[src/rtl/mfi_check_sequencer_if.sv]
// MFI retirement inputs and sequencer status outputs shared between the core-side
// harness (master) and the check sequencer (slave).
interface mfi_check_sequencer_if #(
  parameter int unsigned ORDER_W = 64,
  parameter int unsigned CNT_W   = 16
);
  logic               mfi_valid;
  logic [ORDER_W-1:0] mfi_order;
  logic               core_reset;
  logic               check;
  logic               done;
  logic               timeout;
  logic               order_error;
  logic [CNT_W-1:0]   cycle_cnt;
  logic [CNT_W-1:0]   retire_cnt;

  modport master (
    output mfi_valid, mfi_order,
    input  core_reset, check, done, timeout, order_error, cycle_cnt, retire_cnt
  );

  modport slave (
    input  mfi_valid, mfi_order,
    output core_reset, check, done, timeout, order_error, cycle_cnt, retire_cnt
  );
endinterface

[src/rtl/mfi_check_sequencer.sv]
// Run sequencer for the MFI checkers: holds the core in reset, counts RUN cycles and
// retirements, fires a one-cycle check strobe, then parks in DONE. Flags order gaps.
module mfi_check_sequencer #(
  parameter int unsigned RESET_CYCLES = 2,
  parameter int unsigned CHECK_CYCLE  = 20,
  parameter int unsigned MIN_RETIRE   = 1,
  parameter int unsigned ORDER_W      = 64,
  parameter int unsigned CNT_W        = 16
) (
  input  logic                 clock,
  input  logic                 reset,
  mfi_check_sequencer_if.slave mfi
);

  typedef enum logic [1:0] {S_RST, S_RUN, S_CHECK, S_DONE} state_e;

  localparam int unsigned      RST_N    = (RESET_CYCLES == 0) ? 1 : RESET_CYCLES;
  localparam logic [31:0]      RST_LAST = 32'(RST_N - 1);
  localparam logic [CNT_W-1:0] CNT_MAX  = '1;
  localparam logic [CNT_W-1:0] CHK_LAST = CNT_W'(CHECK_CYCLE - 1);
  localparam logic [CNT_W:0]   MIN_RET  = (CNT_W + 1)'(MIN_RETIRE);

  state_e             state_q, state_d;
  logic [31:0]        rst_cnt_q, rst_cnt_d;
  logic [CNT_W-1:0]   cycle_cnt_q, cycle_cnt_d;
  logic [CNT_W-1:0]   retire_cnt_q, retire_cnt_d;
  logic [ORDER_W-1:0] last_order_q, last_order_d;
  logic               have_order_q, have_order_d;
  logic               order_err_q, order_err_d;
  logic               timeout_q, timeout_d;
  logic               core_reset_q, core_reset_d;
  logic               check_q, check_d;
  logic               done_q, done_d;
  logic               counting;

  always_comb begin
    state_d      = state_q;
    rst_cnt_d    = rst_cnt_q;
    cycle_cnt_d  = cycle_cnt_q;
    retire_cnt_d = retire_cnt_q;
    last_order_d = last_order_q;
    have_order_d = have_order_q;
    order_err_d  = order_err_q;
    timeout_d    = timeout_q;
    counting     = (state_q == S_RUN) || (state_q == S_CHECK);

    if (counting && mfi.mfi_valid) begin
      if (retire_cnt_q != CNT_MAX) retire_cnt_d = retire_cnt_q + 1'b1;
      if (have_order_q && (mfi.mfi_order != last_order_q + 1'b1)) order_err_d = 1'b1;
      last_order_d = mfi.mfi_order;
      have_order_d = 1'b1;
    end

    case (state_q)
      S_RST: begin
        if (rst_cnt_q == RST_LAST) state_d = S_RUN;
        else rst_cnt_d = rst_cnt_q + 32'd1;
      end
      S_RUN: begin
        if (cycle_cnt_q != CNT_MAX) cycle_cnt_d = cycle_cnt_q + 1'b1;
        // retire_cnt_d already includes this cycle's retirement
        if ((cycle_cnt_q >= CHK_LAST) && ({1'b0, retire_cnt_d} >= MIN_RET)) begin
          state_d = S_CHECK;
        end else if (cycle_cnt_q == CNT_MAX) begin
          state_d   = S_DONE;
          timeout_d = 1'b1;
        end
      end
      S_CHECK: state_d = S_DONE;
      default: state_d = S_DONE;
    endcase

    core_reset_d = (state_d == S_RST);
    check_d      = (state_d == S_CHECK);
    done_d       = (state_d == S_DONE);
  end

  always_ff @(posedge clock) begin
    if (reset) begin
      state_q      <= S_RST;
      rst_cnt_q    <= '0;
      cycle_cnt_q  <= '0;
      retire_cnt_q <= '0;
      last_order_q <= '0;
      have_order_q <= 1'b0;
      order_err_q  <= 1'b0;
      timeout_q    <= 1'b0;
      core_reset_q <= 1'b1;
      check_q      <= 1'b0;
      done_q       <= 1'b0;
    end else begin
      state_q      <= state_d;
      rst_cnt_q    <= rst_cnt_d;
      cycle_cnt_q  <= cycle_cnt_d;
      retire_cnt_q <= retire_cnt_d;
      last_order_q <= last_order_d;
      have_order_q <= have_order_d;
      order_err_q  <= order_err_d;
      timeout_q    <= timeout_d;
      core_reset_q <= core_reset_d;
      check_q      <= check_d;
      done_q       <= done_d;
    end
  end

  assign mfi.core_reset  = core_reset_q;
  assign mfi.check       = check_q;
  assign mfi.done        = done_q;
  assign mfi.timeout     = timeout_q;
  assign mfi.order_error = order_err_q;
  assign mfi.cycle_cnt   = cycle_cnt_q;
  assign mfi.retire_cnt  = retire_cnt_q;

endmodule

[src/flat_wrapper.sv]
// flat-port wrapper written by rule: the top's interface ports become plain ports
module mfi_check_sequencer_flat 
#(
  parameter int unsigned RESET_CYCLES = 2,
  parameter int unsigned CHECK_CYCLE  = 20,
  parameter int unsigned MIN_RETIRE   = 1,
  parameter int unsigned ORDER_W      = 64,
  parameter int unsigned CNT_W        = 16
)
  (clock, reset, mfi_mfi_valid, mfi_mfi_order, mfi_core_reset, mfi_check, mfi_done, mfi_timeout, mfi_order_error, mfi_cycle_cnt, mfi_retire_cnt);
  mfi_check_sequencer_if #(.ORDER_W(ORDER_W), .CNT_W(CNT_W)) mfi_i ();
  input  logic clock;
  input  logic reset;
  input wire logic [$bits(mfi_i.mfi_valid)-1:0] mfi_mfi_valid;
  input wire logic [$bits(mfi_i.mfi_order)-1:0] mfi_mfi_order;
  output wire logic [$bits(mfi_i.core_reset)-1:0] mfi_core_reset;
  output wire logic [$bits(mfi_i.check)-1:0] mfi_check;
  output wire logic [$bits(mfi_i.done)-1:0] mfi_done;
  output wire logic [$bits(mfi_i.timeout)-1:0] mfi_timeout;
  output wire logic [$bits(mfi_i.order_error)-1:0] mfi_order_error;
  output wire logic [$bits(mfi_i.cycle_cnt)-1:0] mfi_cycle_cnt;
  output wire logic [$bits(mfi_i.retire_cnt)-1:0] mfi_retire_cnt;
  assign mfi_i.mfi_valid = mfi_mfi_valid;
  assign mfi_i.mfi_order = mfi_mfi_order;
  assign mfi_core_reset = mfi_i.core_reset;
  assign mfi_check = mfi_i.check;
  assign mfi_done = mfi_i.done;
  assign mfi_timeout = mfi_i.timeout;
  assign mfi_order_error = mfi_i.order_error;
  assign mfi_cycle_cnt = mfi_i.cycle_cnt;
  assign mfi_retire_cnt = mfi_i.retire_cnt;
  mfi_check_sequencer #(.RESET_CYCLES(RESET_CYCLES), .CHECK_CYCLE(CHECK_CYCLE), .MIN_RETIRE(MIN_RETIRE), .ORDER_W(ORDER_W), .CNT_W(CNT_W)) u_core (.clock(clock), .reset(reset), .mfi(mfi_i));
endmodule
[config.mk]
export PLATFORM = sky130hd
export DESIGN_NAME = mfi_check_sequencer_flat
export DESIGN_NICKNAME = d
export VERILOG_FILES = /design/src/rtl/mfi_check_sequencer_if.sv /design/src/rtl/mfi_check_sequencer.sv /design/src/flat_wrapper.sv
export SDC_FILE = /design/constraint.sdc
export NUM_CORES = 1
export LEC_CHECK = 0
export ABC_AREA = 1
export BUFFER_PORTS_ARGS = -buffer_cell sky130_fd_sc_hd__buf_2
export CAP_MARGIN = 20
export CORE_ASPECT_RATIO = 0.6
export CORE_UTILIZATION = 55
export CTS_CLUSTER_DIAMETER = 80
export CTS_CLUSTER_SIZE = 14
export DETAILED_ROUTE_END_ITERATION = 8
export GPL_ROUTABILITY_DRIVEN = 1
export GPL_TIMING_DRIVEN = 0
export PLACE_DENSITY = 0.76
export RECOVER_POWER = 25
export SLEW_MARGIN = 20
export SYNTH_ARGS = -nofsm -noshare
export SYNTH_HDL_FRONTEND = slang
export SYNTH_SLANG_ARGS = --single-unit
[constraint.sdc]
create_clock -name clock -period 2.9 [get_ports clock]
set_input_delay 0.29 -clock clock [delete_from_list [all_inputs] [get_ports clock]]
set_output_delay 0.29 -clock clock [all_outputs]
set_load 0.03 [all_outputs]
==> impl_metrics.json, run 1 <==
{
  "crit_chain": "ha_2 -> nand2_2 -> nor2_8 -> nand3_2 -> inv_2 -> nand2_4 -> nor2_4 -> nand2_1 -> nand2_1 -> nand2_1 -> nor2_2 -> nand2_1 -> nor2_1 -> nand2_2 -> nor2_1 -> nand2_1 -> nand2_1 -> a21oi_2",
  "fin_ws_ns": 0.0620,
  "path_buf_inv": 1,
  "drt_iter0_markers": 1336,
  "grt.overflow.total": 0,
  "critPathRequiredTime_ns": 3.20,
  "io_pins": 104,
  "p_total_mw": 7.99,
  "nNetsFinal": 1764,
  "io_buffer_count": 102,
  "fin_cells": 1931,
  "wl_met1_mm": 15.9,
  "holdCritStartpoint": "mfi_mfi_order[1]",
  "leakage_nw": 4.46,
  "start_kind": "flip-flop",
  "dp_cells": 1898,
  "areaGrowthSynthToFinish_pct": 14.7,
  "dieWidth_um": 171,
  "clock_sinks": 136,
  "synth-seq-cells": 136,
  "worstMarginPinSlew_ns": 0.868,
  "reg2reg_slack_ns": 0.06,
  "wl_mm": 31.9,
  "cts_buffers": 17,
  "period_share": 0.979,
  "drive_gt1_frac": 0.105,
  "cts-root-buf": "clkbuf_16",
  "end_kind": "flip-flop",
  "cellPowerDensity_mw_per_mm2": 736,
  "dr_wl_met2_mm": 10.6,
  "hold_depth": 3,
  "cts_hold_buffers": 0,
  "highest_layer": "met4",
  "drt-wirelength-per-cell_um": 16.5,
  "diodes": 0,
  "grt_pass1_wl_mm": 49.1,
  "max_freq_ghz": 0.352,
  "drc": 0,
  "min_to": "u_core.last_order_q[1]$_SDFFE_PP0N_",
  "layout_commonest_cell": "nand2_1",
  "synth.distinct_cells": 45,
  "reg2reg_to": "u_core.mfi.order_error$_SDFFE_PP0P_",
  "rr_startpoint": "u_core.last_order_q[1]$_SDFFE_PP0N_",
  "track_usage": 0.364,
  "cap_violations": 0,
  "status": "finished, final reports clean",
  "finalHoldViolCount": 0,
  "clockBufferDepth": 2,
  "vdd_drop_max_mv": 0.545,
  "async_flop_share": 0,
  "coreArea_mm2": 0.0165,
  "yosys_most_used_dff": "dfxtp_1",
  "path_class": "reg -> reg",
  "place_ws_ns": -0.132,
  "syn_nets": 1642,
  "syn_area_mm2": 0.00947,
  "dp_hpwl_mm": 25.3,
  "setup_violations": 0,
  "grt_max_degree": 17,
  "yosysWarnings": 0,
  "holdWs_ns": 0.121,
  "cts_tree": "done",
  "crit_slowest_cell": "dfxtp_1",
  "finClkSkew_ns": 0.00808,
  "syn-instance-count": 1568,
  "ctsHtreeMaxLevel": 4,
  "wl_met3_mm": 4.97,
  "cpMostUsedCell": "nand2_1",
  "die_area_mm2": 0.0178,
  "synth_edf_count": 0,
  "period_minus_slack_ns": 2.84,
  "max_stage_delay_ns": 0.39,
  "firstDrtPassIters": 6,
  "clock_latency_ns": 0.44,
  "routed_via_density": 5.61,
  "clk_pin_slew_ns": 0.06,
  "grt_pass1_vias": 9188,
  "crit_fanout": 6,
  "start_util": 0.573,
  "place_area_mm2": 0.0103,
  "ant_nets": 0,
  "vias": 10800,
  "hold_path_class": "in -> reg",
  "slew-limit-headroom": 0.417,
  "fin_area_mm2": 0.0109,
  "slew_violations": 0,
  "crit_arrival_ns": 3.14,
  "reg2reg_depth": 18,
  "antenna_found_initial": 0,
  "yosysSeqAreaShare": 0.288,
  "avgSynthCellArea_um2": 6.04,
  "mostFrequentLayoutCells": "437 x nand2_1, 243 x nor2_1, 165 x inv_1",
  "gp_congestion": 1.02,
  "critPathTopFamily": "simple AND/OR/NAND/NOR gates",
  "placementRows": 36,
  "die_y_um": 104
}
metal layers:
layer,vias up,GRT usage
li1,5256,-
met4,0,0.0702
met5,-,0
met3,38,0.130
met1,4901,0.602
met2,630,0.424
area by class of cell:
| cell class | count | area [um^2] |
|---|---|---|
| fill | 1648 | 5670 |
| sequential | 136 | 2730 |
| buffer | 39 | 160 |
| multi-input combinational | 1221 | 5980 |
| inverter | 172 | 649 |
| tap | 228 | 285 |
| clock inverter | 13 | 144 |
| clock buffer | 19 | 443 |
| timing repair buffer | 103 | 472 |
timing repair:
action | in CTS | in global routing
buffers inserted | 0 | 1
setup endpoints to repair | 17 | 17
pin swaps | 0 | 1
gates resized for setup | 3 | 15
worst reg2reg max path, stage by stage (launching register included):
cell and delay (ns):
dfxtp_1 0.39, ha_2 0.24, nand2_2 0.11, nor2_8 0.18, nand3_2 0.19, inv_2 0.17, nand2_4 0.09, nor2_4 0.22
nand2_1 0.10, nand2_1 0.07, nand2_1 0.06, nor2_2 0.19, nand2_1 0.09, nor2_1 0.16, nand2_2 0.14, nor2_1 0.11
nand2_1 0.06, nand2_1 0.08, a21oi_2 0.05
stage by stage:
| stage | TNS (ns) | utilization |
|---|---|---|
| after global placement | -0.688 | 0.621 |
| after CTS | 0 | 0.657 |
| after global routing | -0.0866 | 0.657 |
| after detailed placement | -1.01 | 0.621 |
| final | 0 | 0.657 |
| after floorplan | 0 | - |
worst max-delay path by stage:
stage	start	to	slack, ns	cells after the start
6_report	u_core.last_order_q[1]$_SDFFE_PP0N_	u_core.mfi.order_error$_SDFFE_PP0P_	0.06	18
5_1_grt	u_core.last_order_q[1]$_SDFFE_PP0N_	u_core.mfi.order_error$_SDFFE_PP0P_	-0.09	18
4_1_cts	u_core.last_order_q[0]$_SDFFE_PP0N_	u_core.mfi.order_error$_SDFFE_PP0P_	0.1	18
3_5_place_dp	u_core.state_q[0]$_SDFF_PP0_	u_core.mfi.check$_SDFF_PP0_	-0.13	17
3_3_place_gp	u_core.state_q[1]$_SDFF_PP0_	u_core.mfi.check$_SDFF_PP0_	-0.1	17
2_1_floorplan	u_core.mfi.retire_cnt[1]$_SDFF_PP0_	u_core.mfi.check$_SDFF_PP0_	0.68	20
synth_stat cells, types with 2 or more instances:
library cell / n / share of area
nand2_1: 440 / 0.17
nor2_1: 245 / 0.097
inv_1: 166 / 0.066
dfxtp_1: 136 / 0.29
nand3_1: 99 / 0.052
o21ai_0: 95 / 0.050
a21oi_1: 78 / 0.041
nor3_1: 40 / 0.021
xor2_1: 37 / 0.034
clkbuf_1: 33 / 0.013
nand4_1: 33 / 0.022
xnor2_1: 31 / 0.029
nor2_2: 15 / 0.0099
nand2_2: 14 / 0.0093
nor4_1: 14 / 0.0093
nor2_4: 13 / 0.015
nand3b_1: 10 / 0.0079
ha_1: 7 / 0.0093
nand2_4: 7 / 0.0083
o21bai_1: 7 / 0.0056
or2_2: 6 / 0.0040
inv_2: 5 / 0.0020
o21ai_1: 4 / 0.0021
buf_1: 3 / 0.0012
nor3b_1: 3 / 0.0024
a21o_1: 2 / 0.0016
a221oi_1: 2 / 0.0019
a31oi_1: 2 / 0.0013
and3_1: 2 / 0.0013
buf_2: 2 / 0.0011
nor2_8: 2 / 0.0042
o21a_1: 2 / 0.0016
registers in the layout, indices dropped and copies added (netlist names):
name,count
u_core.rst_cnt_q,32
u_core.mfi.retire_cnt,16
u_core.mfi.check,1
u_core.have_order_q,1
u_core.state_q,2
u_core.mfi.done,1
u_core.mfi.cycle_cnt,16
u_core.mfi.core_reset,1
u_core.mfi.order_error,1
u_core.mfi.timeout,1
u_core.last_order_q,64
report_power, final:
group	switching (mW)	leakage, nW	internal, mW
Clock	0.909	0.288	1.30
Sequential	0.536	1.11	2.30
Combinational	2.01	3.06	0.936
Total	3.46	4.46	4.53
kinds of logic after synthesis:
logic type,after synthesis,synth area share
adders and majority gates,7,0.00925
xor gates and xnor gates,69,0.0646
AOI/OAI and AO/OA,198,0.111
buffers and inverters,211,0.0847
and+or+nand+nor,947,0.443
DFF,136,0.288
Power figures use the tool's default switching activity.
==> run 2: changes to the inputs <==
--- a/config.mk
+++ b/config.mk
@@ -9,12 +9,12 @@
 export BUFFER_PORTS_ARGS = -buffer_cell sky130_fd_sc_hd__buf_2
 export CAP_MARGIN = 20
 export CORE_ASPECT_RATIO = 0.6
+export CORE_MARGIN = 2
 export CORE_UTILIZATION = 55
 export CTS_CLUSTER_DIAMETER = 80
 export CTS_CLUSTER_SIZE = 14
 export DETAILED_ROUTE_END_ITERATION = 8
 export GPL_ROUTABILITY_DRIVEN = 1
-export GPL_TIMING_DRIVEN = 0
 export PLACE_DENSITY = 0.76
 export RECOVER_POWER = 25
 export SLEW_MARGIN = 20
==> impl_metrics.json, run 2 (same netlist as run 1, synthesis figures left out) <==
{
  "status": "finished, final reports clean",
  "vdd_drop_max_mv": 0.848,
  "leakage_nw": 4.44,
  "drt_iter0_markers": 1499,
  "cap_violations": 0,
  "clock_sinks": 136,
  "vias": 10500,
  "fillers": 1672,
  "drc": 0,
  "layout_commonest_cell": "nand2_1",
  "firstDrtPassIters": 5,
  "rr_startpoint": "u_core.last_order_q[46]$_SDFFE_PP0N_",
  "startpoint": "u_core.last_order_q[46]$_SDFFE_PP0N_",
  "die_area_mm2": 0.0183,
  "globalRouteMet1Util": 0.554,
  "cts_tree": "done",
  "critical_path.endpoint": "u_core.mfi.order_error$_SDFFE_PP0P_",
  "setup_violations": 0,
  "cellPowerDensity_mw_per_mm2": 721,
  "cpMostUsedCell": "nand2_1",
  "fin_area_mm2": 0.0107,
  "critPathRequiredTime_ns": 3.21,
  "max_freq_ghz": 0.369,
  "grt_max_degree": 58,
  "holdWs_ns": 0.132,
  "placementRows": 37,
  "use_met2": 0.400,
  "cts-root-buf": "clkbuf_16",
  "clk_pin_slew_ns": 0.07,
  "crit_arrival_ns": 3.02,
  "track_usage": 0.336,
  "cts_buffers": 17,
  "io_pins": 104,
  "dieWidth_um": 173,
  "mostFrequentLayoutCells": "439 x nand2_1, 245 x nor2_1, 164 x inv_1",
  "routed_via_density": 5.49,
  "ant_nets": 0,
  "gr-usage-met3": 0.111,
  "crit_chain": "nand2_1 -> nor2_1 -> inv_1 -> nor2_1 -> nand2_1 -> nor2_2 -> nand2_1 -> nand2_1 -> nand2_1 -> nor2_1 -> nand2_1 -> nor2_1 -> nand2_1 -> nor2_1 -> nand2_1 -> nand2_1 -> a21oi_2",
  "dp_hpwl_mm": 23.7,
  "nNetsFinal": 1737,
  "drt-wirelength-per-cell_um": 15.9,
  "regMostFlops": "u_core.last_order_q",
  "worstMarginPinSlew_ns": 0.757,
  "fin_tns_setup_ns": 0,
  "areaGrowthSynthToFinish_pct": 13.4,
  "grt.overflow.total": 0,
  "place_area_mm2": 0.0102,
  "gp_congestion": 0.981,
  "clockBufferDepth": 2,
  "largestRegisters": "u_core.last_order_q: 64 flops, u_core.rst_cnt_q: 32 flops",
  "finalHoldViolCount": 0,
  "period_share": 0.935,
  "crit_slowest_cell": "dfxtp_1",
  "end_kind": "flip-flop",
  "max_stage_delay_ns": 0.41,
  "grt_pass1_wl_mm": 48.2,
  "reg2reg_depth": 17,
  "hold_path_class": "in -> reg",
  "reg2reg_to": "u_core.mfi.order_error$_SDFFE_PP0P_",
  "largest_reg_flops": 64,
  "ctsHtreeMaxLevel": 4,
  "crit_fanout": 4,
  "clock_latency_ns": 0.43,
  "antenna_found_initial": 1,
  "finClkSkew_ns": 0.00665,
  "reg2reg_slack_ns": 0.19,
  "start_kind": "flip-flop",
  "start_util": 0.557,
  "rsz0062_at_grt": "false",
  "slew_violations": 0,
  "cts_resized": 0,
  "cts_setup_buffers": 0,
  "grt_pass1_vias": 8914,
  "wl_mm": 30.4,
  "grt_busiest_layer": "met1",
  "drive_gt1_frac": 0.107,
  "hold_depth": 3,
  "die_y_um": 106,
  "period_minus_slack_ns": 2.71,
  "cts_hold_buffers": 0,
  "io_buffer_count": 103,
  "p_total_mw": 7.74,
  "coreArea_mm2": 0.0170,
  "path_class": "reg -> reg",
  "slew-limit-headroom": 0.495
}
-- run 2: cell types whose count changed in the layout (fill, tap and decap cells not counted), sizes merged --
cell,delta
clkbuf,-34
inv,+8
buf,+5
clkinv,-5
bufinv,-2
clkinvlp,+1
diode,+1
-- run 2: how the worst min path moves through the flow --
stage / start / end / slack, ns
after floorplan: u_core.have_order_q$_SDFFE_PP0N_ / u_core.have_order_q$_SDFFE_PP0N_ / 0.44
after global placement: u_core.mfi.timeout$_SDFFE_PP0P_ / u_core.mfi.timeout$_SDFFE_PP0P_ / 0.44
after detailed placement: u_core.mfi.timeout$_SDFFE_PP0P_ / u_core.mfi.timeout$_SDFFE_PP0P_ / 0.45
after CTS: mfi_mfi_order[2] / u_core.last_order_q[2]$_SDFFE_PP0N_ / 0.12
after global routing: mfi_mfi_order[2] / u_core.last_order_q[2]$_SDFFE_PP0N_ / 0.13
final: mfi_mfi_order[44] / u_core.last_order_q[44]$_SDFFE_PP0N_ / 0.13
-- run 2: critical path: cells and delay by family, from the launching register on --
family	cells	cell delay, ns
AND/OR/NAND/NOR	15	1.98
AO/OA/AOI/OAI	1	0.05
flip-flops	1	0.41
buffers and inverters	1	0.14
-- run 2: through the flow --
step,util,setup WS (ns),cells
2_1_floorplan,-,0.683,1568
3_3_place_gp,0.602,0.366,1878
3_5_place_dp,0.602,0.305,1878
4_1_cts,0.634,0.308,1910
5_1_grt,0.632,0.0104,1911
6_report,0.632,0.187,1911
-- run 2: cell type report --
| type | count | area [um^2] | share of cell area |
|---|---|---|---|
| multi-input cells | 1221 | 5940 | 0.554 |
| clock inverters | 15 | 131 | 0.0122 |
| clock buffers | 17 | 425 | 0.0396 |
| diodes | 1 | 2.50 | 0.000233 |
| inverters | 172 | 646 | 0.0601 |
| flip-flops and latches | 136 | 2720 | 0.254 |
| repair buffers | 115 | 572 | 0.0533 |
| well taps | 234 | 293 | 0.0273 |
-- run 2: layer usage --
metal,vias to the layer above,part of all wire
met2,597,0.34
met1,4653,0.51
met5,-,0
met4,0,0.0094
met3,26,0.14
li1,5207,-
-- run 2: where the power goes --
part / total [mW] / leakage [nW] / switching [mW] / internal [mW]
clock: 2.11 / 0.268 / 0.987 / 1.13
sequential: 2.80 / 1.11 / 0.507 / 2.29
combinational: 2.82 / 3.06 / 1.90 / 0.925
